==> config.mk <==
export PLATFORM = sky130hd
export DESIGN_NAME = regfile_wport_sched_flat
export DESIGN_NICKNAME = d
export VERILOG_FILES = /design/src/rtl/rf_sched_pkg.sv /design/src/rtl/regfile_wport_sched_if.sv /design/src/rtl/regfile_wport_sched_starve_counter.sv /design/src/rtl/regfile_wport_sched.sv /design/src/flat_wrapper.sv
export SDC_FILE = /design/constraint.sdc
export NUM_CORES = 1
export LEC_CHECK = 0
export ABC_AREA = 1
export BUFFER_PORTS_ARGS = -buffer_cell sky130_fd_sc_hd__buf_2
export CAP_MARGIN = 20
export CORE_ASPECT_RATIO = 2
export CORE_MARGIN = 4
export CORE_UTILIZATION = 39
export CTS_CLUSTER_DIAMETER = 200
export DETAILED_ROUTE_END_ITERATION = 8
export MAX_ROUTING_LAYER = met4
export PLACE_DENSITY_LB_ADDON = 0.15
export SLEW_MARGIN = 20
export SYNTH_ARGS = -nofsm -noshare
export SYNTH_HDL_FRONTEND = slang
export SYNTH_SLANG_ARGS = --single-unit
==> constraint.sdc <==
create_clock -name clk -period 2.12 [get_ports clk]
set_input_delay 0.424 -clock clk [delete_from_list [all_inputs] [get_ports clk]]
set_output_delay 0.424 -clock clk [all_outputs]
set_load 0.05 [all_outputs]
==> src/rtl/rf_sched_pkg.sv <==
// Shared types and constants for the register-file write-port scheduler.
package rf_sched_pkg;

    localparam int RF_IDX_W = 5;
    localparam int XLEN     = 32;
    localparam int NUM_REGS = 32;

    typedef enum logic [1:0] {
        ST_INIT  = 2'd0,
        ST_RUN   = 2'd1,
        ST_STALL = 2'd2
    } sched_state_e;

endpackage

==> src/rtl/regfile_wport_sched_if.sv <==
// Bundle of the writeback, debug-write and register-file write-port signals.
// slave: the scheduler. master: whoever drives the pipeline/debug side.
interface regfile_wport_sched_if #(
    parameter int XLEN  = rf_sched_pkg::XLEN,
    parameter int IDX_W = rf_sched_pkg::RF_IDX_W
) ();
    logic             wb_en;
    logic [IDX_W-1:0] wb_rd_index;
    logic [XLEN-1:0]  wb_data;
    logic             dbg_wr_valid;
    logic [IDX_W-1:0] dbg_wr_index;
    logic [XLEN-1:0]  dbg_wr_data;
    logic             dbg_wr_ready;
    logic             rf_wb_en;
    logic [IDX_W-1:0] rf_rd_index;
    logic [XLEN-1:0]  rf_wb_data;
    logic             stall_req;
    logic             init_done;

    modport slave (
        input  wb_en, wb_rd_index, wb_data,
        input  dbg_wr_valid, dbg_wr_index, dbg_wr_data,
        output dbg_wr_ready, rf_wb_en, rf_rd_index, rf_wb_data,
        output stall_req, init_done
    );

    modport master (
        output wb_en, wb_rd_index, wb_data,
        output dbg_wr_valid, dbg_wr_index, dbg_wr_data,
        input  dbg_wr_ready, rf_wb_en, rf_rd_index, rf_wb_data,
        input  stall_req, init_done
    );
endinterface

==> src/rtl/regfile_wport_sched_starve_counter.sv <==
// Saturating count of cycles a pending debug write has been refused.
// hit flags the increment that brings the count up to the limit.
module starve_counter #(
    parameter int STARVE_LIMIT = 4
) (
    input  logic clk,
    input  logic rst,
    input  logic inc,
    input  logic clr,
    output logic at_limit,
    output logic hit
);
    localparam int CNT_W = $clog2(STARVE_LIMIT + 1);
    localparam logic [CNT_W-1:0] LIMIT_C    = CNT_W'(STARVE_LIMIT);
    localparam logic [CNT_W-1:0] LIMIT_M1_C = CNT_W'(STARVE_LIMIT - 1);

    logic [CNT_W-1:0] cnt_r;

    // Count refused cycles, clear on grant, hold at the limit.
    always_ff @(posedge clk or posedge rst) begin
        if (rst) begin
            cnt_r <= {CNT_W{1'b0}};
        end else if (clr) begin
            cnt_r <= {CNT_W{1'b0}};
        end else if (inc && (cnt_r != LIMIT_C)) begin
            cnt_r <= cnt_r + {{(CNT_W-1){1'b0}}, 1'b1};
        end else begin
            cnt_r <= cnt_r;
        end
    end

    assign at_limit = (cnt_r == LIMIT_C);
    assign hit      = inc && (cnt_r >= LIMIT_M1_C);
endmodule

==> src/rtl/regfile_wport_sched.sv <==
// Write-port scheduler for the 32x32 register file: clears x1..x31 after
// reset, then arbitrates between pipeline writeback (priority) and a debug
// writer, stalling the pipeline when the debug writer is starved.
module regfile_wport_sched
    import rf_sched_pkg::sched_state_e;
    import rf_sched_pkg::ST_INIT;
    import rf_sched_pkg::ST_RUN;
    import rf_sched_pkg::ST_STALL;
    import rf_sched_pkg::RF_IDX_W;
#(
    parameter int              NUM_REGS     = rf_sched_pkg::NUM_REGS,
    parameter int              XLEN         = rf_sched_pkg::XLEN,
    parameter int              STARVE_LIMIT = 4,
    parameter logic [XLEN-1:0] INIT_VALUE   = {XLEN{1'b0}}
) (
    input logic                  clk,
    input logic                  rst,
    regfile_wport_sched_if.slave bus
);
    localparam logic [RF_IDX_W-1:0] LAST_IDX_C  = RF_IDX_W'(NUM_REGS - 1);
    localparam logic [RF_IDX_W-1:0] FIRST_IDX_C = 5'd1;

    sched_state_e        state_r, state_s;
    logic [RF_IDX_W-1:0] init_cnt_r, init_cnt_s;
    logic                pipe_wr_s;
    logic                inc_s, clr_s, at_limit_s, hit_s;
    logic                wen_s, ready_s;
    logic [RF_IDX_W-1:0] widx_s;
    logic [XLEN-1:0]     wdata_s;

    starve_counter #(.STARVE_LIMIT(STARVE_LIMIT)) u_starve (
        .clk      (clk),
        .rst      (rst),
        .inc      (inc_s),
        .clr      (clr_s),
        .at_limit (at_limit_s),
        .hit      (hit_s)
    );

    assign pipe_wr_s = bus.wb_en && (bus.wb_rd_index != 5'd0);

    // State and init-index registers.
    always_ff @(posedge clk or posedge rst) begin
        if (rst) begin
            state_r    <= ST_INIT;
            init_cnt_r <= FIRST_IDX_C;
        end else begin
            state_r    <= state_s;
            init_cnt_r <= init_cnt_s;
        end
    end

    // Next-state and write-port selection.
    always_comb begin
        state_s    = state_r;
        init_cnt_s = init_cnt_r;
        wen_s      = 1'b0;
        widx_s     = 5'd0;
        wdata_s    = {XLEN{1'b0}};
        ready_s    = 1'b0;
        inc_s      = 1'b0;
        clr_s      = 1'b0;
        case (state_r)
            ST_INIT: begin
                wen_s      = 1'b1;
                widx_s     = init_cnt_r;
                wdata_s    = INIT_VALUE;
                init_cnt_s = init_cnt_r + 5'd1;
                if (init_cnt_r == LAST_IDX_C) begin
                    state_s = ST_RUN;
                end else begin
                    state_s = ST_INIT;
                end
            end
            ST_RUN: begin
                if (pipe_wr_s) begin
                    wen_s   = 1'b1;
                    widx_s  = bus.wb_rd_index;
                    wdata_s = bus.wb_data;
                    inc_s   = bus.dbg_wr_valid;
                    if (hit_s) begin
                        state_s = ST_STALL;
                    end else begin
                        state_s = ST_RUN;
                    end
                end else begin
                    ready_s = 1'b1;
                    if (bus.dbg_wr_valid) begin
                        wen_s   = (bus.dbg_wr_index != 5'd0);
                        widx_s  = bus.dbg_wr_index;
                        wdata_s = bus.dbg_wr_data;
                        clr_s   = 1'b1;
                    end else begin
                        wen_s = 1'b0;
                    end
                end
            end
            ST_STALL: begin
                if (pipe_wr_s) begin
                    // Pipeline ignored the stall; it still owns the port.
                    wen_s   = 1'b1;
                    widx_s  = bus.wb_rd_index;
                    wdata_s = bus.wb_data;
                    if (bus.dbg_wr_valid) begin
                        inc_s   = !at_limit_s;
                        state_s = ST_STALL;
                    end else begin
                        clr_s   = 1'b1;
                        state_s = ST_RUN;
                    end
                end else begin
                    ready_s = 1'b1;
                    clr_s   = 1'b1;
                    state_s = ST_RUN;
                    if (bus.dbg_wr_valid) begin
                        wen_s   = (bus.dbg_wr_index != 5'd0);
                        widx_s  = bus.dbg_wr_index;
                        wdata_s = bus.dbg_wr_data;
                    end else begin
                        wen_s = 1'b0;
                    end
                end
            end
            default: begin
                state_s    = ST_INIT;
                init_cnt_s = FIRST_IDX_C;
            end
        endcase
    end

    // Drive outputs, forcing reset values while rst is held.
    always_comb begin
        bus.rf_wb_en     = 1'b0;
        bus.rf_rd_index  = 5'd0;
        bus.rf_wb_data   = {XLEN{1'b0}};
        bus.dbg_wr_ready = 1'b0;
        bus.stall_req    = 1'b1;
        bus.init_done    = 1'b0;
        if (rst) begin
            bus.rf_wb_en     = 1'b0;
            bus.dbg_wr_ready = 1'b0;
        end else begin
            bus.rf_wb_en     = wen_s;
            bus.rf_rd_index  = widx_s;
            bus.rf_wb_data   = wdata_s;
            bus.dbg_wr_ready = ready_s;
            bus.stall_req    = (state_r != ST_RUN);
            bus.init_done    = (state_r != ST_INIT);
        end
    end
endmodule

==> src/flat_wrapper.sv <==
// flat-port wrapper written by rule: the top's interface ports become plain ports
module regfile_wport_sched_flat import rf_sched_pkg::sched_state_e; import rf_sched_pkg::ST_INIT; import rf_sched_pkg::ST_RUN; import rf_sched_pkg::ST_STALL; import rf_sched_pkg::RF_IDX_W;
#(
    parameter int              NUM_REGS     = rf_sched_pkg::NUM_REGS,
    parameter int              XLEN         = rf_sched_pkg::XLEN,
    parameter int              STARVE_LIMIT = 4,
    parameter logic [XLEN-1:0] INIT_VALUE   = {XLEN{1'b0}}
)
  (clk, rst, bus_wb_en, bus_wb_rd_index, bus_wb_data, bus_dbg_wr_valid, bus_dbg_wr_index, bus_dbg_wr_data, bus_dbg_wr_ready, bus_rf_wb_en, bus_rf_rd_index, bus_rf_wb_data, bus_stall_req, bus_init_done);
  regfile_wport_sched_if #(.XLEN(XLEN)) bus_i ();
  input logic clk;
  input logic rst;
  input wire logic [$bits(bus_i.wb_en)-1:0] bus_wb_en;
  input wire logic [$bits(bus_i.wb_rd_index)-1:0] bus_wb_rd_index;
  input wire logic [$bits(bus_i.wb_data)-1:0] bus_wb_data;
  input wire logic [$bits(bus_i.dbg_wr_valid)-1:0] bus_dbg_wr_valid;
  input wire logic [$bits(bus_i.dbg_wr_index)-1:0] bus_dbg_wr_index;
  input wire logic [$bits(bus_i.dbg_wr_data)-1:0] bus_dbg_wr_data;
  output wire logic [$bits(bus_i.dbg_wr_ready)-1:0] bus_dbg_wr_ready;
  output wire logic [$bits(bus_i.rf_wb_en)-1:0] bus_rf_wb_en;
  output wire logic [$bits(bus_i.rf_rd_index)-1:0] bus_rf_rd_index;
  output wire logic [$bits(bus_i.rf_wb_data)-1:0] bus_rf_wb_data;
  output wire logic [$bits(bus_i.stall_req)-1:0] bus_stall_req;
  output wire logic [$bits(bus_i.init_done)-1:0] bus_init_done;
  assign bus_i.wb_en = bus_wb_en;
  assign bus_i.wb_rd_index = bus_wb_rd_index;
  assign bus_i.wb_data = bus_wb_data;
  assign bus_i.dbg_wr_valid = bus_dbg_wr_valid;
  assign bus_i.dbg_wr_index = bus_dbg_wr_index;
  assign bus_i.dbg_wr_data = bus_dbg_wr_data;
  assign bus_dbg_wr_ready = bus_i.dbg_wr_ready;
  assign bus_rf_wb_en = bus_i.rf_wb_en;
  assign bus_rf_rd_index = bus_i.rf_rd_index;
  assign bus_rf_wb_data = bus_i.rf_wb_data;
  assign bus_stall_req = bus_i.stall_req;
  assign bus_init_done = bus_i.init_done;
  regfile_wport_sched #(.NUM_REGS(NUM_REGS), .XLEN(XLEN), .STARVE_LIMIT(STARVE_LIMIT), .INIT_VALUE(INIT_VALUE)) u_core (.clk(clk), .rst(rst), .bus(bus_i));
endmodule
Word level (Yosys, flattened, before mapping) --
Index checks and enable logic that the tools add are counted. Widths: inputs -> output; s select.
Word-level totals: bits of input ports 78, register bits 10
Cells by class: equality and inequality tests 7, reduce and logical (&&, ||, !) cells 10, mux-type cells 35, $add $sub $neg 2, $lt $le $gt $ge 1
Operator list (number):
- $mux 32 | 4
- $pmux 5 s2 | 2
- $mux 1 | 16
- $mux 5 | 3
- $reduce_bool 5->1 | 2
- $mux 2 | 4
- $mux 3 | 2
- $pmux 1 s2 | 3
- $pmux 2 s3 | 1
- $add 5x1->5 const B | 1
- $eq 5x5->1 const B | 1
- $ne 2x1->1 const B | 2
- $reduce_bool 2->1 | 2
- $add 3x1->3 const B | 1
- $eq 3x3->1 const B | 1
- $ge 3x2->1 const B | 1
- $logic_and 1x1->1 | 3
- $ne 3x3->1 const B | 1
- $eq 2x1->1 const B | 1
- $eq 2x2->1 const B | 1
- $logic_not 2->1 | 1
- $reduce_or 2->1 | 1
- $logic_not 1->1 | 1

Logic depth before layout (Yosys ltp) --
depth in word-level cells 9, mapped depth 10, mapped depth without buffers 10

Modules after synthesis --
Synthesis repeated with hierarchy kept, for this count alone.
Unflattened totals: cell total of the unflattened synthesis 253, area total of the unflattened synthesis 1472.7 um^2
By module, submodules not included:
- regfile_wport_sched | area an instance 1260.0 um^2, seq. area each 176.4 um^2, times used 1, cells an instance 225
- starve_counter | area an instance 212.7 um^2, seq. area each 75.1 um^2, times used 1, cells an instance 28

Worst setup path before layout --
No wires, ideal clock.
path type register -> output, start point register u_core.state_r[0], end point output bus_rf_wb_data[0], cell stages (with the launch flop) 8, slack -0.550 ns, arrival time 2.246 ns, buffers on the path 1, cells stage by stage dfrtp_1 > inv_1 > ha_1 > buf_6 > inv_4 > nor2_4 > nand2_2 > o21ai_0
Between the ends: word-level cells in the longest chain between the ends 4, elaborated cells between the ends (all ways) 5, classes of those cells 2 x eq/ne; 2 x mux; 1 x reduce/logical
RTL lines:
- start, declared | line regfile_wport_sched.sv:23 | sched_state_e state_r, state_s;
- start signal, assigned | line regfile_wport_sched.sv:48 | state_r <= state_s;
- $eq 2x1->1 or $eq 2x2->1 (tied branches) | line regfile_wport_sched.sv:63 | case (state_r)
- $reduce_or 2->1 (no source line) *
- $mux 32 *
- $mux 32 * | line regfile_wport_sched.sv:139 | if (rst) begin
- end, declared | line flat_wrapper.sv:22 | output wire logic [$bits(bus_i.rf_wb_data)-1:0] bus_rf_wb_data;
Every way passes the cells marked *; elsewhere a longest branch is shown, timed or not.

Worst setup path in the final report --
start point register u_core.state_r[1], end point output bus_rf_wb_data[5]
The elaborated chain is that of the path after synthesis.

==> flow_summary.json <==
{
  "status": "finished, violations left",
  "synth_mux_area_share_pct": 0,
  "fmax_ghz": 0.430,
  "yosys.area_share.simple_pct": 43.7,
  "wirelength_um": 9940,
  "synth_compound_area_share_pct": 18.2,
  "peakVddDrop_mv": 0.780,
  "place_ws_ns": -0.0447,
  "synthDistinctLibCells": 25,
  "via_per_inst": 6.19,
  "synth.cell_area_sq_mm": 0.00144,
  "clockBufferDepth": 2,
  "synth_top_family_by_area": "simple AND/OR/NAND/NOR gates",
  "critPathRequiredTime_ns": 1.70,
  "synth_xor_xnor_area_share_pct": 0,
  "setup_viol_count_final": 36,
  "critPathCaptureType": "output port",
  "cp.arrival_ns": 1.90,
  "final_max_slew_viol_count": 0,
  "crit_fanout": 8,
  "drc": 0,
  "grt_max_degree": 34,
  "grt_pass1_vias": 2438,
  "finalCriticalPeriod_ns": 2.32,
  "reg2reg_slack_ns": 0.40,
  "h-tree-depth": 1,
  "yosysWarnings": 0,
  "slew_headroom_pct": 65.1,
  "maxCapViolCount": 0,
  "holdBufCountCts": 0,
  "antenna_found_initial": 0,
  "worstSetupPathType": "reg -> out",
  "violations": "negative setup slack",
  "clock_sinks": 10,
  "layout_setup_ws_ns": -0.204,
  "syn_to_final_growth_pct": 128,
  "die_w_um": 50.9,
  "root_buffer": "clkbuf_8",
  "synth_top_area_share_pct": 18.0,
  "ios": 119,
  "synth_fa_ha_area_share_pct": 7.84,
  "vias": 2629,
  "initial_core_util_pct": 40.3,
  "synth_fp_nets": 329,
  "fin_skew_ns": 0.00190,
  "dp_cells": 409,
  "clk_latency_ns": 0.23,
  "cts_buffers": 3,
  "synth_top_area_cell": "nand2_1",
  "synth_area_per_cell_sq_um": 5.94,
  "synth_area_leaders": "nand2_1 18%, nand3_1 16%, dfrtp_1 16%",
  "grt_setup_unrepaired": "true",
  "final_cells": 425,
  "drive_gt1_share_pct": 62.2,
  "cp-startpoint": "u_core.state_r[1]",
  "clk_pin_slew_ns": 0.04,
  "ant_nets": 0,
  "rows": 31,
  "ys_ff_latch": 10,
  "detail_route.wl_per_cell_um": 23.4,
  "gp_congestion": 0.816,
  "synth-async-reset-ratio_pct": 100,
  "critPathCapture": "bus_rf_wb_data[5]",
  "die-area_sq_mm": 0.00478,
  "dp_hpwl_um": 4550,
  "layout_worst_path_cycle_share_pct": 110,
  "reg2regPathDepth": 9,
  "finalHoldViolCount": 0,
  "overflow": 0,
  "drt_iter0_drc": 162,
  "reg2reg_to": "u_core.state_r[0]",
  "cts_tree": "built",
  "fin_tns_setup_ns": -4.59,
  "core-area_sq_mm": 0.00357,
  "tightest_slew_ns": 0.523,
  "grtUsageTotal_pct": 33.0,
  "hold-worst-slack_ns": 0.291,
  "die_h_um": 93.8,
  "p_leak_nw": 1.46,
  "yosysMostFrequentCell": "nand2_1",
  "portBuffers": 118,
  "yosys_most_used_dff": "dfrtp_1",
  "grt_first_pass_wirelength_um": 11900,
  "num_antenna_cells": 0,
  "start_kind": "flip-flop",
  "nets": 464,
  "final_util_pct": 91.8,
  "synthCells": 242,
  "synth_common_cells": "69 x nand2_1, 46 x nand3_1, 29 x o21ai_1",
  "drt_pass1_iterations": 5,
  "powerDensity_mw_per_mm2": 838,
  "yosysSeqAreaShare_pct": 17.5,
  "worstReg2RegStart": "u_core.init_cnt_r[0]",
  "min_path_type": "in -> async",
  "synth_edf_count": 0
}
per-layer routing:
| layer | GRT usage, % | wire length (um) | vias to the layer above |
|---|---|---|---|
| li1 | - | - | 1081 |
| met1 | 32.5 | 3080 | 1200 |
| met4 | 19.8 | 945 | 0 |
| met5 | - | 0 | - |
| met3 | 6.36 | 1050 | 94 |
| met2 | 57.9 | 4860 | 254 |
through the flow:
step	area, sq um	total power [mW]
after floorplan	1780	1.51
after global placement	2470	1.87
after detailed placement	2470	1.90
after CTS	3050	2.43
after global routing	3280	2.87
final	3280	2.75
layout by cell type (no fill, tap or decap), drive strengths merged:
cell / instances
a21boi: 1
a21oi: 10
buf: 144
clkbuf: 7
clkinv: 1
dfrtp: 9
dfstp: 1
ha: 9
inv: 16
nand2: 73
nand3: 49
nand4: 1
nor2: 11
nor3: 3
o211ai: 1
o21ai: 38
o22ai: 1
or2: 1
worst min-delay path by stage:
| stage | from | to | slack, ns |
|---|---|---|---|
| after floorplan | rst | u_core.init_cnt_r[1] | 0.27 |
| after global placement | rst | u_core.init_cnt_r[4] | 0.47 |
| after CTS | rst | u_core.u_starve.cnt_r[1] | 0.25 |
| final | rst | u_core.state_r[0] | 0.29 |
| after detailed placement | rst | u_core.u_starve.cnt_r[1] | 0.48 |
| after global routing | rst | u_core.state_r[1] | 0.30 |
logic make-up (layout without fill, tap and decap cells):
kind of cell	count (synthesis)	after routing
simple gates	138	138
flops	10	10
fa+ha+maj	9	9
buf+inv	34	168
compound gates	51	51
worst max-delay path, cell delays in order, from the launching register on:
cell and delay, ns:
dfrtp_1 0.37, inv_2 0.07, ha_4 0.29, inv_4 0.04, nor2_4 0.11, buf_6 0.14, nand2_8 0.09, buf_12 0.17
o21ai_4 0.19, buf_6 0.19
flip-flops by register name, indices dropped and copies added, names as in the netlist:
register,flops
u_core.state_r,2
u_core.init_cnt_r,5
u_core.u_starve.cnt_r,3
what timing repair did:
item,in CTS,in global routing
pin swaps,11,29
resized for setup,120,43
setup endpoints to repair,38,39
gates cloned,2,2
buffers inserted,4,5
power by group:
part	internal, mW	switching [mW]	leakage, nW
Clock	0.131	0.0679	0.0228
Sequential	0.276	0.0754	0.128
Combinational	0.829	1.37	1.31
area by class of cell:
class | instances | area, sq um
Sequential cell | 10 | 251
Inverter | 17 | 83.8
Clock buffer | 4 | 45.0
Tap cell | 49 | 61.3
Multi-Input combinational cell | 198 | 1600
Fill cell | 143 | 292
Timing Repair Buffer | 147 | 1240
Note: power is estimated with default switching activity, not from simulation.
